`src/rtl/cache_pkg.sv`:
```
// cache_pkg: shared FSM state type, default geometry and the address-field
// helper used by the cache read-path controller.
package cache_pkg;

  typedef enum logic [1:0] {
    IDLE,
    LOOKUP,
    READ,
    RESP
  } state_e;

  localparam int unsigned NUM_WAYS_DEF    = 512;
  localparam int unsigned DATA_WIDTH_DEF  = 32;
  localparam int unsigned ADDR_WIDTH_DEF  = 32;
  localparam int unsigned OFFSET_BITS_DEF = 2;
  localparam int unsigned INDEX_BITS_DEF  = 6;
  localparam int unsigned CNT_WIDTH_DEF   = 32;
  localparam int unsigned TAG_BITS_DEF    = ADDR_WIDTH_DEF - INDEX_BITS_DEF - OFFSET_BITS_DEF;

  // Widest address the extract helper handles; narrower addresses are zero-extended.
  localparam int unsigned ADDR_MAX = 64;

  function automatic logic [ADDR_MAX-1:0] addr_field(input logic [ADDR_MAX-1:0] addr,
                                                     input int unsigned        lsb,
                                                     input int unsigned        width);
    logic [ADDR_MAX-1:0] mask;
    if (width >= ADDR_MAX) mask = '1;
    else                   mask = (ADDR_MAX'(1) << width) - ADDR_MAX'(1);
    return (addr >> lsb) & mask;
  endfunction

endpackage

```
`src/rtl/hit_vector_check.sv`:
```
// hit_vector_check: combinational summary of the per-way tag-match vector
// (any way hit, more than one way hit).
module hit_vector_check #(
  parameter int unsigned NUM_WAYS = 512
) (
  input  logic [NUM_WAYS-1:0] hit_vec,
  output logic                any_hit,
  output logic                multi_hit
);

  // Clearing the lowest set bit leaves something only if two or more were set.
  assign any_hit   = |hit_vec;
  assign multi_hit = |(hit_vec & (hit_vec - NUM_WAYS'(1)));

endmodule

```
`src/rtl/cache_read_ctrl.sv`:
```
// cache_read_ctrl: CPU read-path controller between the CPU and the way arrays.
// Optional multi-hit detection is enabled by defining CACHE_MULTI_HIT_CHECK_EN.
module cache_read_ctrl
  import cache_pkg::*;
#(
  parameter int unsigned NUM_WAYS    = NUM_WAYS_DEF,
  parameter int unsigned DATA_WIDTH  = DATA_WIDTH_DEF,
  parameter int unsigned ADDR_WIDTH  = ADDR_WIDTH_DEF,
  parameter int unsigned OFFSET_BITS = OFFSET_BITS_DEF,
  parameter int unsigned INDEX_BITS  = INDEX_BITS_DEF,
  parameter int unsigned CNT_WIDTH   = CNT_WIDTH_DEF
) (
  input  logic                                        clk,
  input  logic                                        rst,
  input  logic                                        req_valid,
  output logic                                        req_ready,
  input  logic [ADDR_WIDTH-1:0]                       req_addr,
  output logic                                        lookup_en,
  output logic [INDEX_BITS-1:0]                       lookup_index,
  output logic [ADDR_WIDTH-INDEX_BITS-OFFSET_BITS-1:0] lookup_tag,
  input  logic [NUM_WAYS-1:0]                         way_hit,
  output logic [NUM_WAYS-1:0]                         target_way,
  input  logic [DATA_WIDTH-1:0]                       read_data,
  output logic                                        resp_valid,
  input  logic                                        resp_ready,
  output logic [DATA_WIDTH-1:0]                       resp_data,
  output logic                                        resp_hit,
  output logic                                        resp_err,
  input  logic                                        stats_clr,
  output logic [CNT_WIDTH-1:0]                        hit_count,
  output logic [CNT_WIDTH-1:0]                        miss_count
);

  localparam int unsigned TAG_BITS = ADDR_WIDTH - INDEX_BITS - OFFSET_BITS;

  state_e                state_q, state_d;
  logic [INDEX_BITS-1:0] index_q, index_d;
  logic [TAG_BITS-1:0]   tag_q, tag_d;
  logic [NUM_WAYS-1:0]   target_q, target_d;
  logic [DATA_WIDTH-1:0] data_q, data_d;
  logic                  hit_q, hit_d;
  logic                  err_q, err_d;
  logic [CNT_WIDTH-1:0]  hit_cnt_q, hit_cnt_d;
  logic [CNT_WIDTH-1:0]  miss_cnt_q, miss_cnt_d;

  logic                  any_hit, multi_hit;
  logic                  hit_ok, multi_err;
  logic [ADDR_MAX-1:0]   addr_ext, idx_field, tag_field;
  logic                  unused_bits;

  hit_vector_check #(
    .NUM_WAYS (NUM_WAYS)
  ) u_hit_check (
    .hit_vec   (way_hit),
    .any_hit   (any_hit),
    .multi_hit (multi_hit)
  );

`ifdef CACHE_MULTI_HIT_CHECK_EN
  assign hit_ok      = any_hit & ~multi_hit;
  assign multi_err   = multi_hit;
  assign unused_bits = ^{idx_field[ADDR_MAX-1:INDEX_BITS], tag_field[ADDR_MAX-1:TAG_BITS]};
`else
  assign hit_ok      = any_hit;
  assign multi_err   = 1'b0;
  assign unused_bits = ^{idx_field[ADDR_MAX-1:INDEX_BITS], tag_field[ADDR_MAX-1:TAG_BITS],
                         multi_hit};
`endif

  always_comb begin
    addr_ext                 = '0;
    addr_ext[ADDR_WIDTH-1:0] = req_addr;
  end

  assign idx_field = addr_field(addr_ext, OFFSET_BITS, INDEX_BITS);
  assign tag_field = addr_field(addr_ext, OFFSET_BITS + INDEX_BITS, TAG_BITS);

  // NOTE: sequential state uses non-blocking assignments so every flop samples
  // pre-edge values regardless of process evaluation order.
  always_ff @(posedge clk or posedge rst) begin
    if (rst) state_q <= IDLE;
    else     state_q <= state_d;
  end

  always_comb begin
    state_d = state_q;
    unique case (state_q)
      IDLE:    if (req_valid)  state_d = LOOKUP;
      LOOKUP:  state_d = hit_ok ? READ : RESP;
      READ:    state_d = RESP;
      RESP:    if (resp_ready) state_d = IDLE;
      default: state_d = IDLE;
    endcase
  end

  always_comb begin
    req_ready  = (state_q == IDLE);
    lookup_en  = (state_q == LOOKUP);
    resp_valid = (state_q == RESP);
  end

  always_ff @(posedge clk or posedge rst) begin
    if (rst) begin
      index_q    <= '0;
      tag_q      <= '0;
      target_q   <= '0;
      data_q     <= '0;
      hit_q      <= 1'b0;
      err_q      <= 1'b0;
      hit_cnt_q  <= '0;
      miss_cnt_q <= '0;
    end else begin
      index_q    <= index_d;
      tag_q      <= tag_d;
      target_q   <= target_d;
      data_q     <= data_d;
      hit_q      <= hit_d;
      err_q      <= err_d;
      hit_cnt_q  <= hit_cnt_d;
      miss_cnt_q <= miss_cnt_d;
    end
  end

  // NOTE: every next-state value defaults to its register first, so no path
  // through the case leaves a signal unassigned and no latch is inferred.
  always_comb begin
    index_d    = index_q;
    tag_d      = tag_q;
    target_d   = target_q;
    data_d     = data_q;
    hit_d      = hit_q;
    err_d      = err_q;
    hit_cnt_d  = hit_cnt_q;
    miss_cnt_d = miss_cnt_q;

    unique case (state_q)
      IDLE: begin
        if (req_valid) begin
          index_d = idx_field[INDEX_BITS-1:0];
          tag_d   = tag_field[TAG_BITS-1:0];
        end
      end
      LOOKUP: begin
        if (hit_ok) begin
          target_d = way_hit;
          err_d    = 1'b0;
          if (~&hit_cnt_q) hit_cnt_d = hit_cnt_q + CNT_WIDTH'(1);
        end else begin
          target_d = '0;
          data_d   = '0;
          hit_d    = 1'b0;
          err_d    = multi_err;
          if (~&miss_cnt_q) miss_cnt_d = miss_cnt_q + CNT_WIDTH'(1);
        end
      end
      READ: begin
        data_d = read_data;
        hit_d  = 1'b1;
      end
      RESP: begin
        if (resp_ready) begin
          target_d = '0;
          data_d   = '0;
          hit_d    = 1'b0;
          err_d    = 1'b0;
        end
      end
      default: ;
    endcase

    // Clear has priority over the increment computed above.
    if (stats_clr) begin
      hit_cnt_d  = '0;
      miss_cnt_d = '0;
    end
  end

  assign lookup_index = index_q;
  assign lookup_tag   = tag_q;
  assign target_way   = target_q;
  assign resp_data    = data_q;
  assign resp_hit     = hit_q;
  assign resp_err     = err_q;
  assign hit_count    = hit_cnt_q;
  assign miss_count   = miss_cnt_q;

endmodule
```
`config.mk`:
```
export PLATFORM = sky130hd
export DESIGN_NAME = cache_read_ctrl
export DESIGN_NICKNAME = d
export VERILOG_FILES = /design/src/rtl/cache_pkg.sv /design/src/rtl/hit_vector_check.sv /design/src/rtl/cache_read_ctrl.sv
export SDC_FILE = /design/constraint.sdc
export NUM_CORES = 1
export LEC_CHECK = 0
export ABC_CLOCK_PERIOD_IN_PS = 26900
export CAP_MARGIN = 20
export CELL_PAD_IN_SITES_DETAIL_PLACEMENT = 2
export CELL_PAD_IN_SITES_GLOBAL_PLACEMENT = 2
export CORE_AREA = 2 2 480 482
export DETAILED_ROUTE_END_ITERATION = 8
export DIE_AREA = 0 0 482 484
export PLACE_DENSITY = 0.67
export SYNTH_ARGS = -nofsm -noshare
export SYNTH_HDL_FRONTEND = slang
export SYNTH_HIERARCHICAL = 1
export SYNTH_SLANG_ARGS = --single-unit
export TNS_END_PERCENT = 5
```
`constraint.sdc`:
```
create_clock -name clk -period 26.9 [get_ports clk]
set_clock_uncertainty 0.05 [all_clocks]
set_input_delay 4.035 -clock clk [delete_from_list [all_inputs] [get_ports clk]]
set_output_delay 4.035 -clock clk [all_outputs]
set_load 0.05 [all_outputs]
```
Yosys cells after proc, flatten, opt, wreduce, memory -nomap -nowiden
Cells that the tools add are included.
{"block": "word_totals", "register_bits": 642, "inputBits": 581, "output_inout_bits": 643, "wordCells": 56}
{"block": "classes", "addsub": 2, "eq_ne": 9, "n_mux": 22, "n_reduce_logical": 14}
{"operator": "two-way mux 512 bit", "count": 2}
{"operator": "case mux 512 bit (2 select lines)", "count": 1}
{"operator": "OR reduction 512 bit", "count": 1}
{"operator": "two-way mux 32 bit", "count": 10}
{"operator": "case mux 32 bit (3 select lines)", "count": 1}
{"operator": "adder 32 x 1 -> 32 bit (second input constant)", "count": 2}
{"operator": "AND reduction 32 bit", "count": 2}
{"operator": "inequality test 2 bit (second input constant)", "count": 5}
{"operator": "AND reduction 3 bit", "count": 3}
{"operator": "case mux 2 bit (4 select lines)", "count": 1}
{"operator": "AND reduction 2 bit", "count": 3}
{"operator": "nonzero test 2 bit", "count": 3}
{"operator": "== test 2 bit (second input constant)", "count": 2}
{"operator": "two-way mux 2 bit", "count": 2}
{"operator": "two-way mux 1 bit", "count": 3}
{"operator": "case mux 1 bit (3 select lines)", "count": 1}
{"operator": "nonzero test 3 bit", "count": 1}
{"operator": "== test 2 x 1 -> 1 bit (second input constant)", "count": 1}
{"operator": "zero test 2 bit", "count": 1}
{"operator": "inequality test 2 x 1 -> 1 bit (second input constant)", "count": 1}
{"operator": "case mux 1 bit (2 select lines)", "count": 1}

Longest topological paths before layout
Gate-level depths: netlist of the first run.
{"block": "logic_depth", "depth_word": 5, "mapped_depth": 16, "ltp_nobuf": 12}

Hierarchy
The synthesis of the first run kept the hierarchy.
{"mod": "cache_read_ctrl", "instances": 1, "cells_each": 2854, "area_per_inst_um2": 26277.7, "seq_area_each_um2": 16040.4}
{"mod": "hit_vector_check", "instances": 1, "cells_each": 2173, "area_per_inst_um2": 12709.7, "seq_area_each_um2": 0.0}

Least setup slack after synthesis of the first run
Ideal clock, no wire load.
{"block": "synth_timing", "kind": "input -> register", "startpoint": "input way_hit[24]", "endpoint": "register miss_cnt_q[19], in the netlist miss_count[19]", "setup_time_ns": 0.078, "arrival_ns": 8.107, "required_ns": 26.772, "path_slack_ns": 18.665, "stages": 12, "n_path_buf": 0, "cell_sequence": "or4_1 -> or3_1 -> or4_1 -> nor4_2 -> nand4_1 -> or2_2 -> nand3b_1 -> nand2b_1 -> nor2_1 -> nand2_1 -> or4_1 -> a21oi_1"}
{"block": "synth_between", "elab_chain_cells": 3}
{"item": "start, declared", "line": "cache_read_ctrl.sv:21", "rtl": "input logic [NUM_WAYS-1:0] way_hit,"}
{"item": "OR reduction 512 bit", "line": "hit_vector_check.sv:12", "rtl": "assign any_hit = |hit_vec;"}
{"item": "net any_hit", "line": "cache_read_ctrl.sv:46", "rtl": "logic any_hit, multi_hit;"}
{"item": "inequality test 2 bit (no line)"}
{"item": "AND reduction 3 bit (no line)"}
{"item": "end signal, assigned", "line": "cache_read_ctrl.sv:120", "rtl": "miss_cnt_q <= miss_cnt_d;"}
{"item": "end, declared", "line": "cache_read_ctrl.sv:44", "rtl": "logic [CNT_WIDTH-1:0] miss_cnt_q, miss_cnt_d;"}
The timed path passes the listed nets, and every way through them passes these cells.
A chain may end at the register's enable or synchronous reset.

Worst setup path after layout of the first run
{"block": "layout_timing", "startpoint": "input way_hit[26]", "endpoint": "register target_q[322], in the netlist target_way[322]"}
{"block": "layout_between", "elab_chain_cells": 3}
{"item": "OR reduction 512 bit", "line": "hit_vector_check.sv:12"}
{"item": "net any_hit", "line": "cache_read_ctrl.sv:46"}
{"item": "two-way mux 512 bit", "line": "cache_read_ctrl.sv:144", "rtl": "if (hit_ok) begin"}
{"item": "case mux 512 bit (2 select lines)", "line": "cache_read_ctrl.sv:136", "rtl": "unique case (state_q)"}
{"item": "end signal, assigned", "line": "cache_read_ctrl.sv:115", "rtl": "target_q <= target_d;"}
{"item": "end, declared", "line": "cache_read_ctrl.sv:39", "rtl": "logic [NUM_WAYS-1:0] target_q, target_d;"}
The timed path passes the listed nets, and every way through them passes these cells.

==> metrics.txt, run 1 <==
outcome completed; final period utilization 37.94%; RSZ-0062 raised after global routing false; vias per std cell between 3 and 4; Mean Syn Cell Area between 8 and 9 um^2; Slew headroom roughly 19%; VDD IR-drop max around 0.09 mV; gr usage total between 10% and 20%; final hold vios 0; Critical Path Source Type input port; CTS buffer count slightly above 90; CTS tree yes; Util after Layout 20.24%; vias in the first global route between 30000 and 40000; DP HPWL between 150000 and 200000 um; met3 usage approximately 8%; Post-Syn Area about 28000 um^2; CTS Buffer Depth 3; met2 Use GR 25.74%; Initial Util 12.13%; final setup vio count 0; Setup crit end kind register; CTS Sinks between 600 and 700; Critical Path Fanout Max between 100 and 150; die area approximately 230000 um^2; syn nets about 3700; first-pass GRT wire length about 270000 um; Die Wd 482 um; antenna-violating nets left 0; largest net degree at the start of global routing 243; Tmin final around 10 ns; DR pass1 iterations 5; Total Power 6.551 mW; final slew viol count 0; worst hold-check path type reg2reg; CTS clk-pin slew, worst paths approximately 0.06 ns; grt met1 use a little over a fifth; gr busiest metal met2; Buffers & Inverters on Critical Path 4; LEAKAGE about 19 nW; Worst-Skew Late Latency around 0.7 ns; Remaining Overflow, GRT 0; setup repair bufs after CTS 0; clk root buf clkbuf_16; post_cts resized 0; Area Overhead vs Synth 66.84%; fin cells between 7000 and 8000; crit path kind in2reg; Post-Syn Instances 3103; worst endpoint data arrival time between 10 and 15 ns; layout cell share with drive strength beyond 1 5.821%; Worst Tran Pin Value roughly 1.2 ns; DRT iter0 DRCs 1743; Max-Cap Viols 0; Post-CTS Hold Fix Bufs 0; die height between 400 and 500 um; Setup Total Neg Slack 0 ns; Placed Instances roughly 7000; total wire length 203600 um; PwrDens 141.6 nW/um^2; GPL Wtd Cong 0.9002; largest delay contributor family on the critical path simple AND/OR/NAND/NOR gates; # nets final 4817; Port Buffer Count 1220; DRC viols 0; wire per inst 27.71 um; CTS H-tree lvls 3; row count about 180; Peak Freq 97.98 MHz; Synth warnings 6; Critical Path Slowest Stage Cell nor4_2; core area between 200000 and 250000 um^2; critical path, cell by cell clkdlybuf4s50_1, or4_1, or3_1, or4_1, nor4_2, nand4_1, or2_2, nand3b_1, nor2b_4, buf_12, buf_4, buf_4, nand2_1, o21ai_0; # IOs about 1200; WP data required approximately 27 ns; routed via count between 20000 and 30000; initial antenna violation count 130; CP peak stage delay ~0.76 ns
through the flow:
stage	cell area (um^2)	hold WS, ns	setup slack (ns)
after detailed placement	43170	0.4106	15.76
final	46270	0.4153	16.69
after CTS	46150	0.4238	16.60
after global placement	43120	0.4004	15.80
after floorplan	27730	0.4874	4.858
after global routing	46220	0.4514	16.44
flip-flops by register name (all words and copies together) (netlist names):
| register | cells |
|---|---|
| hit_count | 32 |
| resp_hit | 1 |
| resp_data | 32 |
| miss_count | 32 |
| lookup_index | 6 |
| lookup_tag | 24 |
| target_way | 512 |
| state_q | 2 |
routing by layer:
layer,part of all wire [%],vias to the layer above
met5,0.28,-
met4,2.5,86
met3,12,299
met2,43,1162
met1,42,14680
li1,-,12720
worst reg2reg max path: cells and delay by family (launching register included):
| family | cells | cell delay (ns) |
|---|---|---|
| buffers and inverters | 5 | 3.40 |
| muxes | 1 | 0.59 |
| DFF | 1 | 0.38 |
| adders and majority gates | 1 | 0.38 |
| AOI/OAI and AO/OA | 1 | 0.29 |
power by group:
part           leakage (nW)  internal [mW]  switching (mW)
Sequential             8.18           1.38           0.239
Clock                  1.47          0.720           0.520
Combinational          9.54           1.01            2.69
Total                  19.2           3.11            3.45
cell type report:
| type | count | area [um^2] |
|---|---|---|
| Inverter | 13 | 56.30 |
| Fill cell | 26290 | 182300 |
| Clock buffer | 132 | 2633 |
| Tap cell | 3026 | 3786 |
| Antenna cell | 28 | 70.07 |
| Sequential cell | 641 | 16040 |
| Timing Repair Buffer | 1257 | 12600 |
| Clock inverter | 26 | 349.1 |
| Multi-Input combinational cell | 2226 | 10730 |
cells in the final DEF (no fill, tap or decap), drive strengths merged, types with 4 or more instances in the layout:
master / n
a31oi: 5
mux2i: 4
and4: 17
dfrtp: 641
clkinv: 14
xor2: 4
a211oi: 4
nor2: 69
clkbuf: 132
inv: 21
diode: 28
nor4: 52
nand4: 36
a21oi: 30
nand3b: 5
clkdlybuf4s50: 1218
or4: 46
o31ai: 13
bufinv: 4
nand3: 66
nor2b: 14
buf: 39
mux2: 42
and3: 12
xnor2: 12
or2: 12
nor3: 49
ha: 6
o21ai: 526
and2: 6
nand2: 1127
or3: 39
worst paths after layout:
path,slack (ns),start,cells after the start,to
worst max-delay path,16.69,way_hit[26],14,target_way[322]
worst min-delay path,0.42,resp_data[1],2,resp_data[1]
worst max register to register,21.66,state_q[1],8,target_way[91]
worst min register to register,0.42,resp_data[1],2,resp_data[1]
max in group asynchronous,18.38,rst,8,target_way[469]
min in group asynchronous,3.77,rst,2,target_way[289]
Note: power is estimated with default switching activity, not from simulation.
==> run 2, diff against run 1 <==
--- a/config.mk
+++ b/config.mk
@@ -5,14 +5,14 @@
 export SDC_FILE = /design/constraint.sdc
 export NUM_CORES = 1
 export LEC_CHECK = 0
-export ABC_CLOCK_PERIOD_IN_PS = 26900
+export ABC_CLOCK_PERIOD_IN_PS = 8780
 export CAP_MARGIN = 20
 export CELL_PAD_IN_SITES_DETAIL_PLACEMENT = 2
 export CELL_PAD_IN_SITES_GLOBAL_PLACEMENT = 2
-export CORE_AREA = 2 2 480 482
+export CORE_AREA = 2 2 471 473
 export DETAILED_ROUTE_END_ITERATION = 8
-export DIE_AREA = 0 0 482 484
-export PLACE_DENSITY = 0.67
+export DIE_AREA = 0 0 473 475
+export PLACE_DENSITY = 0.71
 export SYNTH_ARGS = -nofsm -noshare
 export SYNTH_HDL_FRONTEND = slang
 export SYNTH_HIERARCHICAL = 1
==> constraint.sdc (replaced) <==
create_clock -name clk -period 8.78 [get_ports clk]
set_clock_uncertainty 0.05 [all_clocks]
set_input_delay 1.317 -clock clk [delete_from_list [all_inputs] [get_ports clk]]
set_output_delay 1.317 -clock clk [all_outputs]
set_load 0.05 [all_outputs]
==> metrics.txt, run 2 (synthesis results as in run 1) <==
final period utilization about three quarters; core area 219100 um^2 (was 228600 um^2); Flop pwr share 24.6% (was 24.7%); fillers 24880 (was 26290); gr usage total 17.77% (was 16.94%); DP HPWL 168900 um (was 167200 um); worst hold-check path type reg2reg (unchanged); WHS 0.4186 ns (was 0.4153 ns); worst reg2reg path depth 5 (was 8); wire per inst 28.62 um (was 27.71 um); Util after Layout 21.05% (was 20.24%); row count 172 (was 176); clk root buf clkbuf_16 (unchanged); Peak Freq approximately 150 MHz; GPL Wtd Cong 0.8939 (was 0.9002); routed via count 29050 (was 28940); CTS clk-pin slew, worst paths 0.06 ns (about the same); Slew headroom 22.67% (was 19.27%); Port Buffer Count 1220 (unchanged); most common cell after layout, fill and taps aside clkdlybuf4s50_1 (unchanged); initial antenna violation count 78 (was 130); Int Pwr 9.563 mW (was 3.105 mW); combinational power share 56.7% (was 56.4%); final setup vio count 0 (unchanged); DRC viols 0 (unchanged); Worst Tran Pin Value 1.160 ns (was 1.200 ns); Clk pwr share 18.7% (was 18.9%); most frequent cells in the layout clkdlybuf4s50_1, nand2_1, dfrtp_1 (unchanged); Tmin final about 6.6 ns; die height 475 um (was 484 um); RSZ-0062 raised after global routing false (unchanged); DR pass1 iterations 5 (unchanged); CTS H-tree lvls 3 (unchanged); vias per std cell 4.040 (was 3.938); Initial Util 12.66% (was 12.13%); post_cts resized 0 (unchanged); LEAKAGE 19.19 nW (about the same); CTS buffer count 88 (was 91); first-pass GRT wire length 275400 um (was 273100 um); final slew viol count 0 (unchanged); Hold Path Stages 2 (unchanged); CTS tree yes (unchanged); CTS Buffer Depth 3 (unchanged); largest net degree at the start of global routing 239 (was 243); VDD IR-drop max 0.2466 mV (was 0.09014 mV); Post-CTS Hold Fix Bufs 0 (unchanged); Placed Instances 7006 (was 7161); worst endpoint data arrival time 7.17 ns (was 10.73 ns); max reg flops 512 (unchanged); P_sw 10.64 mW (was 3.446 mW); Critical Path Source Type input port (unchanged); setup repair bufs after CTS 0 (unchanged); total wire length 205800 um (was 203600 um); Max-Cap Viols 0 (unchanged); Area Overhead vs Synth 66.26% (was 66.84%); WP data required 9.35 ns (was 27.42 ns); Setup Total Neg Slack 0 ns (unchanged); outcome completed (unchanged); switching share of power 52.67% (was 52.60%); Worst-Skew Late Latency 0.69 ns (was 0.71 ns); fin cells 7190 (was 7349); Die Wd 473 um (was 482 um); Remaining Overflow, GRT 0 (unchanged); die area 224700 um^2 (was 233300 um^2); vias in the first global route 31200 (was 30670); Setup crit end kind register (unchanged); DRT iter0 DRCs 1902 (was 1743); crit path kind in2reg (unchanged); PwrDens 438.1 nW/um^2 (was 141.6 nW/um^2); layout cell share with drive strength beyond 1 5.841% (was 5.821%); Critical Path Fanout Max 11 (was 137); # IOs 1224 (unchanged); final hold vios 0 (unchanged); Total Power 20.20 mW (was 6.551 mW); CTS Sinks 641 (unchanged); # nets final 4813 (was 4817); antenna-violating nets left 0 (unchanged)
==> run 2: changes by cell type in the layout (fill, tap and decap cells not counted), sizes merged <==
cell / before / now
clkinvlp: 0 / 6
diode: 28 / 22
inv: 21 / 17
bufinv: 4 / 7
clkbuf: 132 / 130
clkdlybuf4s50: 1218 / 1216
buf: 39 / 40
==> run 2: per-stage QoR <==
stage | area, um^2 | worst slack (ns)
2_1_floorplan | 27740 | -1.344
3_3_place_gp | 43020 | 1.182
3_5_place_dp | 43070 | 1.142
4_1_cts | 46030 | 1.928
5_1_grt | 46060 | 1.761
6_report | 46110 | 2.180
==> run 2: per-layer routing <==
layer / global-route usage, % / routed length [um]
met1: 21.95 / 85470
met2: 27.61 / 90320
met3: 8.284 / 24170
met5: 0 / 364
met4: 4.740 / 5470
==> run 2: critical path: stages <==
cell	delay, ns
clkdlybuf4s50_1	0.48
or4_1	0.63
or3_1	0.38
or4_1	0.59
nor4_2	0.65
nand4_1	0.44
or2_2	0.41
nand3b_1	0.15
buf_4	0.21
nand2b_1	0.20
nor2_1	0.50
nand3b_1	0.45
or4_1	0.58
a21oi_1	0.15
==> run 2: path summary, 6_finish.rpt <==
| path | start | end | slack, ns |
|---|---|---|---|
| min in group asynchronous | rst | target_way[289] | 1.11 |
| hold reg to reg | resp_data[4] | resp_data[4] | 0.42 |
| setup reg to reg | state_q[0] | target_way[84] | 5.51 |
| setup / recovery | way_hit[24] | miss_count[29] | 2.18 |
| hold / removal | resp_data[4] | resp_data[4] | 0.42 |
| max in group asynchronous | rst | resp_data[16] | 6.04 |
==> run 2: cell type report <==
cell class                 instances  area, um^2  share of cell area [%]
antenna                           22       55.05                  0.1194
inverter                          13       52.55                  0.1140
sequential                       641       16040                   34.79
tap                             2871        3592                   7.790
clock inverter                    31       417.9                  0.9063
clock buffer                     130        2540                   5.508
timing repair buffer            1256       12680                   27.51
multi-input combinational       2226       10730                   23.27
==> run 2: power by group through the flow <==
stage,sequential (mW),clock (mW),combinational (mW)
after CTS,4.97,3.93,11.6
after detailed placement,4.99,0,11.6
after global placement,4.92,0,11.4
after floorplan,8.99,0,2.62
final,4.96,3.78,11.5
after global routing,5.13,4.02,12.1
